[src/rtl/pe_mac_pkg.sv]
// Shared constants and lane-slicing helpers for the multi-filter PE MAC.
// Latency: n/a (declarations only).
// Backpressure: n/a.
package pe_mac_pkg;

    localparam int DEF_DATA_WIDTH   = 16;
    localparam int DEF_FILTER_WIDTH = 8;
    localparam int DEF_NUM_FILTERS  = 4;
    localparam int DEF_PSUM_WIDTH   = 24;
    localparam int DEF_PSUM_DEPTH   = 8;

    // Width of one raw lane product and of the FIFO occupancy count at defaults.
    localparam int PROD_W = DEF_DATA_WIDTH + DEF_FILTER_WIDTH;
    localparam int CNT_W  = $clog2(DEF_PSUM_DEPTH) + 1;

    // Lowest bit of lane 'lane' inside a bus of lanes each 'width' bits wide.
    function automatic int lane_lsb(input int lane, input int width);
        return lane * width;
    endfunction

    // Highest bit of lane 'lane' inside a bus of lanes each 'width' bits wide.
    function automatic int lane_msb(input int lane, input int width);
        return lane * width + width - 1;
    endfunction

endpackage

[src/rtl/pe_multi_filter_mac_psum_fifo.sv]
// First-word-fall-through FIFO holding packed psum vectors, with occupancy count.
// Latency: a push is visible at the head the cycle after the write edge.
// Backpressure: upstream credits keep it from filling; writes when full and pops when empty are dropped.
module psum_fifo #(
    parameter int WIDTH = 96,
    parameter int DEPTH = 8
) (
    input  logic                     clk,
    input  logic                     rst,
    input  logic                     clear,
    input  logic                     wr_en,
    input  logic [WIDTH-1:0]         wr_data,
    input  logic                     rd_en,
    output logic [WIDTH-1:0]         rd_data,
    output logic                     valid,
    output logic [$clog2(DEPTH):0]   count
);

    localparam int PTR_W = $clog2(DEPTH);

    logic [WIDTH-1:0] mem [DEPTH];
    logic [PTR_W-1:0] wr_ptr;
    logic [PTR_W-1:0] rd_ptr;
    logic [PTR_W:0]   count_q;
    logic             do_wr;
    logic             do_rd;

    assign do_rd   = rd_en && (count_q != '0);
    assign do_wr   = wr_en && ((count_q != (PTR_W+1)'(DEPTH)) || do_rd);
    assign valid   = (count_q != '0);
    assign count   = count_q;
    // Head is forced to zero while empty so stale storage never leaks out.
    assign rd_data = valid ? mem[rd_ptr] : '0;

    // Storage array: no reset needed, the head is masked until written.
    always_ff @(posedge clk) begin
        if (do_wr) begin
            mem[wr_ptr] <= wr_data;
        end
    end

    // Pointers and occupancy; pointers wrap naturally since DEPTH is a power of two.
    always_ff @(posedge clk) begin
        if (rst || clear) begin
            wr_ptr  <= '0;
            rd_ptr  <= '0;
            count_q <= '0;
        end else begin
            if (do_wr) begin
                wr_ptr <= wr_ptr + PTR_W'(1);
            end
            if (do_rd) begin
                rd_ptr <= rd_ptr + PTR_W'(1);
            end
            case ({do_wr, do_rd})
                2'b10:   count_q <= count_q + (PTR_W+1)'(1);
                2'b01:   count_q <= count_q - (PTR_W+1)'(1);
                default: count_q <= count_q;
            endcase
        end
    end

endmodule

[src/rtl/pe_multi_filter_mac.sv]
// Shared-IFMap multi-filter MAC: one multiply-accumulate per lane per beat, one psum vector per window.
// Latency: accept at edge t, product at t+1, accumulate/FIFO write at t+2 (psum_valid the cycle after).
// Backpressure: in_ready from registered credits (FIFO count + window closes still in flight).
module pe_multi_filter_mac
    import pe_mac_pkg::*;
#(
    parameter int DATA_WIDTH   = DEF_DATA_WIDTH,
    parameter int FILTER_WIDTH = DEF_FILTER_WIDTH,
    parameter int NUM_FILTERS  = DEF_NUM_FILTERS,
    parameter int PSUM_WIDTH   = DEF_PSUM_WIDTH,
    parameter int PSUM_DEPTH   = DEF_PSUM_DEPTH,
    parameter int SATURATE     = 1
) (
    input  logic                                clk,
    input  logic                                rst,
    input  logic                                clear,
    input  logic                                in_valid,
    output logic                                in_ready,
    input  logic [DATA_WIDTH-1:0]               ifmap_in,
    input  logic [NUM_FILTERS*FILTER_WIDTH-1:0] filter_in,
    input  logic                                in_last,
    output logic [NUM_FILTERS*PSUM_WIDTH-1:0]   psum_out,
    output logic                                psum_valid,
    input  logic                                psum_ren,
    output logic [$clog2(PSUM_DEPTH):0]         psum_count,
    output logic [NUM_FILTERS-1:0]              overflow,
    output logic                                busy
);

    localparam int PROD_WIDTH = DATA_WIDTH + FILTER_WIDTH;
    localparam int CNT_WIDTH  = $clog2(PSUM_DEPTH) + 1;
    localparam int BUS_WIDTH  = NUM_FILTERS * PSUM_WIDTH;

    // Stage 0: captured beat.
    logic                                s0_valid;
    logic                                s0_last;
    logic [DATA_WIDTH-1:0]               s0_ifmap;
    logic [NUM_FILTERS*FILTER_WIDTH-1:0] s0_filter;

    // Stage 1: products live in the lanes; only control is shared.
    logic                                s1_valid;
    logic                                s1_last;

    // Set while accumulators hold a partially summed window.
    logic                                open_win;

    logic                                accept;
    logic                                push;
    logic [1:0]                          inflight;
    logic [CNT_WIDTH:0]                  credit_use;
    logic [BUS_WIDTH-1:0]                push_data;

    assign accept = in_valid && in_ready;
    assign push   = s1_valid && s1_last;
    assign busy   = s0_valid || s1_valid || open_win;

    // Credit check: every window close already in the pipe owns a FIFO slot.
    always_comb begin
        inflight   = 2'(s0_valid && s0_last) + 2'(s1_valid && s1_last);
        credit_use = {1'b0, psum_count} + (CNT_WIDTH+1)'(inflight);
        in_ready   = credit_use < (CNT_WIDTH+1)'(PSUM_DEPTH);
    end

    // Stage 0 capture of the accepted beat; clear drops anything offered that cycle.
    always_ff @(posedge clk) begin
        if (rst || clear) begin
            s0_valid  <= 1'b0;
            s0_last   <= 1'b0;
            s0_ifmap  <= '0;
            s0_filter <= '0;
        end else begin
            s0_valid <= accept;
            if (accept) begin
                s0_last   <= in_last;
                s0_ifmap  <= ifmap_in;
                s0_filter <= filter_in;
            end
        end
    end

    // Stage 1 control follows stage 0 with no stalls; bubbles carry valid=0.
    always_ff @(posedge clk) begin
        if (rst || clear) begin
            s1_valid <= 1'b0;
            s1_last  <= 1'b0;
        end else begin
            s1_valid <= s0_valid;
            s1_last  <= s0_valid && s0_last;
        end
    end

    // Track whether a window has started but not yet closed.
    always_ff @(posedge clk) begin
        if (rst || clear) begin
            open_win <= 1'b0;
        end else if (s1_valid) begin
            open_win <= !s1_last;
        end
    end

    for (genvar k = 0; k < NUM_FILTERS; k++) begin : g_lane
        logic [FILTER_WIDTH-1:0] weight;
        logic [PROD_WIDTH-1:0]   prod;
        logic [PSUM_WIDTH-1:0]   prod_q;
        logic [PSUM_WIDTH-1:0]   acc_q;
        logic [PSUM_WIDTH:0]     sum;
        logic [PSUM_WIDTH-1:0]   result;
        logic                    ovf_q;

        assign weight = s0_filter[lane_lsb(k, FILTER_WIDTH) +: FILTER_WIDTH];
        assign prod   = PROD_WIDTH'(s0_ifmap) * PROD_WIDTH'(weight);

        // Extra top bit of the sum is the carry-out that flags saturation or wrap.
        always_comb begin
            sum = {1'b0, acc_q} + {1'b0, prod_q};
            if (sum[PSUM_WIDTH] && (SATURATE != 0)) begin
                result = '1;
            end else begin
                result = sum[PSUM_WIDTH-1:0];
            end
        end

        // Stage 1 product register, zero-extended into the accumulator width.
        always_ff @(posedge clk) begin
            if (rst || clear) begin
                prod_q <= '0;
            end else if (s0_valid) begin
                prod_q <= PSUM_WIDTH'(prod);
            end
        end

        // Stage 2 accumulate; a closing beat hands the sum to the FIFO and restarts at zero.
        always_ff @(posedge clk) begin
            if (rst || clear) begin
                acc_q <= '0;
                ovf_q <= 1'b0;
            end else if (s1_valid) begin
                acc_q <= s1_last ? '0 : result;
                if (sum[PSUM_WIDTH]) begin
                    ovf_q <= 1'b1;
                end
            end
        end

        assign push_data[k*PSUM_WIDTH +: PSUM_WIDTH] = result;
        assign overflow[k]                           = ovf_q;
    end

    psum_fifo #(
        .WIDTH (BUS_WIDTH),
        .DEPTH (PSUM_DEPTH)
    ) u_fifo (
        .clk     (clk),
        .rst     (rst),
        .clear   (clear),
        .wr_en   (push),
        .wr_data (push_data),
        .rd_en   (psum_ren),
        .rd_data (psum_out),
        .valid   (psum_valid),
        .count   (psum_count)
    );

endmodule

[config.mk]
export PLATFORM = sky130hd
export DESIGN_NAME = pe_multi_filter_mac
export DESIGN_NICKNAME = d
export VERILOG_FILES = /design/src/rtl/pe_mac_pkg.sv /design/src/rtl/pe_multi_filter_mac_psum_fifo.sv /design/src/rtl/pe_multi_filter_mac.sv
export SDC_FILE = /design/constraint.sdc
export NUM_CORES = 2
export LEC_CHECK = 0
export ABC_AREA = 1
export CAP_MARGIN = 20
export CORE_ASPECT_RATIO = 0.6
export CORE_UTILIZATION = 25
export DETAILED_ROUTE_END_ITERATION = 10
export PLACE_DENSITY = 0.38
export SLEW_MARGIN = 20
export SYNTH_ARGS = -nofsm -noshare
export SYNTH_HDL_FRONTEND = slang
export SYNTH_HIERARCHICAL = 1
export SYNTH_SLANG_ARGS = --single-unit
[constraint.sdc]
create_clock -name clk -period 7.5 [get_ports clk]
set_clock_uncertainty 0.2 [all_clocks]
set_input_delay 2.25 -clock clk [delete_from_list [all_inputs] [get_ports clk]]
set_output_delay 2.25 -clock clk [all_outputs]
set_load 0.005 [all_outputs]
==> flow_summary.yaml <==
logic_synthesis:
  synth_edf_count: 768
  ys_warn_count: 6
  synth.distinct_cells: 47
  syn_nets: 8459
  seq_area_frac_synth_pct: 43.38
  synth_cells: 7787
  synth.avg_cell_area_um2: 8.379
  synthArstFlopShare_pct: 0
  synth-seq-cells: 1030
  synth-main-ff-cell: "edfxtp_1"
  netlist_area_um2: 65250
timing:
  tns_ns: 0
  maxSlewHeadroom_pct: 25.85
  post-route-period-util_pct: 84.93
  worstMarginPinSlew_ns: 1.110
  hold_violations: 0
  fmax_ghz: 0.1570
  setup_violations: 0
  rsz0062_at_grt: "false"
  min_period_ns: 6.370
  drv_slew: 0
cts:
  clock_sinks: 1030
  cts.htree.levels: 3
  clockRootBuffer: "clkbuf_16"
  clk_pin_slew_ns: 0.06
  hold_buffers: 0
  numCtsBuffers: 109
  clk_latency_ns: 0.73
  cts_resized: 0
  cts_setup_buffers: 0
  tritoncts: "yes"
  cts_buffer_depth: 3
cells_and_area:
  layout-drive-gt1-share_pct: 4.614
  fin_util_pct: 28.61
  syn_to_final_growth_pct: 13.11
  final_nets: 8454
  final_area_um2: 73800
  fillers: 27510
critical_path:
  setup.worst_path.start_class: "flip-flop"
  crit_chain: "buf_12 > buf_4 > o21ai_0 > o211ai_2 > nand2_1 > nor2_1 > clkdlybuf4s50_1"
  worst-endpoint-arrival_ns: 3.92
  crit_fanout: 154
  slowest_stage: "dfxtp_4"
  path_class: "reg2out"
  cp_top_family: "buffers and inverters"
  cp-end-kind: "output pin"
  crit_buf_inv: 3
  cp.required_ns: 5.05
  slowest_delay_ns: 0.62
  reg2reg_from: "s0_ifmap[4]"
placement:
  place_area_um2: 70450
  gp_congestion: 0.8419
  dp_hpwl_mm: 145.1
  io_buffers: 160
floorplanning:
  die_area_um2: 263100
  fp-row-count: 144
  start_util_pct: 25.29
  num_io_pins: 161
  die_w_um: 661.5
  die_h_um: 397.7
  core_um2: 258000
run_status:
  status: "complete, no violations"
drt:
  avgViaCountPerCell: 4.410
  dr.pass1.iters: 7
  num_vias: 49840
  drc: 0
  wirelength_mm: 209.6
  drt_iter0_drc: 3410
  routedWlPerCell_um: 18.55
  antenna_left: 0
global_route:
  track_usage_pct: 15.88
  overflow: 0
  first_global_vias: 50160
  grt_pass1_wl_mm: 320.5
  antenna_found_initial: 5
  grt_max_degree: 155
hold_path:
  min-delay-start: "u_fifo/rd_ptr[2]"
  hold_path_class: "reg2reg"
power:
  powerDensity_nw_per_um2: 159.3
  leakage_nw: 34.51
  peakVddDrop_mv: 0.1743
run:
  maxCapViolCount: 0
flip-flops by register name, indices dropped and copies added, names as in the netlist, named ones only:
signal         flops
s0_ifmap          16
g_lane.ovf_q       4
u_fifo/mem       768
u_fifo/count       4
s0_last            1
u_fifo/rd_ptr      3
open_win           1
u_fifo/wr_ptr      3
g_lane.acc_q      96
s0_filter         32
s0_valid           1
s1_valid           1
g_lane.prod_q     96
s1_last            1
layout make-up:
class | instances | area [um2] | share of cell area (%)
multi-input cells | 5029 | 30100 | 40.79
flip-flops and latches | 1030 | 28330 | 38.38
well taps | 3431 | 4293 | 5.817
diodes | 3 | 7.507 | 0.01017
repair buffers | 265 | 2648 | 3.587
inverters | 1347 | 5080 | 6.883
clock inverters | 53 | 427.9 | 0.5798
clock buffers | 143 | 2917 | 3.952
metrics by stage:
step / hold WS [ns] / setup WS (ns) / instances / power [mW]
2_1_floorplan: 0.2331 / 0.1127 / 7787 / 6.439
3_3_place_gp: 0.2439 / 1.902 / 11100 / 6.616
3_5_place_dp: 0.2483 / 1.922 / 11100 / 6.617
4_1_cts: 0.2581 / 1.094 / 11300 / 11.98
5_1_grt: 0.2765 / 0.8563 / 11300 / 12.21
6_report: 0.2574 / 1.130 / 11300 / 11.76
kinds of logic (layout without fill, tap and decap cells):
logic type                 after synthesis  after routing  synth area share [%]
and+or+nand+nor                       3305           3305                 20.45
buffers and inverters                 1728           1808                 10.63
DFF                                   1030           1030                 43.38
AOI/OAI and AO/OA                     1026           1026                 8.687
adders and majority gates              618            618                 15.77
xor gates and xnor gates                80             80                 1.074
other                                    0              3                     0
where the power goes:
group | switching (mW) | internal [mW]
logic | 0.228 | 0.107
clock network | 2.43 | 2.84
registers | 0.0644 | 6.08
cell usage after synthesis (17+ instances only):
library cell / instances / share of area (%)
buf_6: 17 / 0.29
o21ai_0: 369 / 2.8
ha_1: 277 / 5.3
xnor2_1: 49 / 0.66
xor2_1: 31 / 0.42
fa_1: 341 / 10
nor2_1: 1041 / 6.0
nand3_2: 38 / 0.58
o211ai_1: 86 / 0.99
edfxtp_1: 768 / 35
clkbuf_1: 259 / 1.5
buf_4: 22 / 0.25
nand4_1: 49 / 0.47
nand3_1: 255 / 2.0
nand2_1: 1849 / 11
o21ai_1: 121 / 0.93
dfxtp_1: 262 / 8.0
a21oi_1: 296 / 2.3
buf_2: 45 / 0.35
o22ai_1: 96 / 0.92
inv_1: 1335 / 7.7
nor3_1: 24 / 0.18
final timing paths:
path,endpoint,slack (ns),cells past startpoint
setup / recovery,psum_out[48],1.13,7
hold reg to reg,flip-flop,0.26,2
setup reg to reg,g_lane[2].prod_q[17],2.17,19
hold / removal,flip-flop,0.26,2
worst register-to-register path, cell delays in order, from the launching register on:
cell and delay, ns:
dfxtp_1 0.77, buf_4 0.46, nand2_1 0.17, fa_1 0.54, fa_1 0.55, inv_1 0.05, fa_1 0.47, inv_1 0.05
fa_1 0.47, inv_1 0.04, ha_1 0.33, nand2_1 0.11, o21ai_0 0.30, nand2_1 0.12, nand3_1 0.13, nand3_1 0.12
nand3_1 0.09, nand3_1 0.12, nand2_1 0.10, inv_1 0.04
cell usage in the layout (no fill, tap or decap), types with 84 or more instances in the layout:
master	count
edfxtp_1	768
buf_4	84
o21ai_1	122
clkbuf_16	110
nand2_1	1848
ha_1	277
o22ai_1	96
a21oi_1	296
dfxtp_1	253
nor2_1	1030
o211ai_1	86
inv_1	1335
o21ai_0	368
clkdlybuf4s50_1	159
nand3_1	255
fa_1	341
per-layer routing:
| metal | vias up | global-route usage, % | share of wire (%) |
|---|---|---|---|
| met1 | 24220 | 23.69 | 51 |
| met3 | 171 | 2.115 | 4.1 |
| met5 | - | 0 | 0 |
| met4 | 0 | 2.523 | 1.5 |
| met2 | 835 | 24.68 | 43 |
| li1 | 24620 | - | - |
Power figures use the tool's default switching activity.
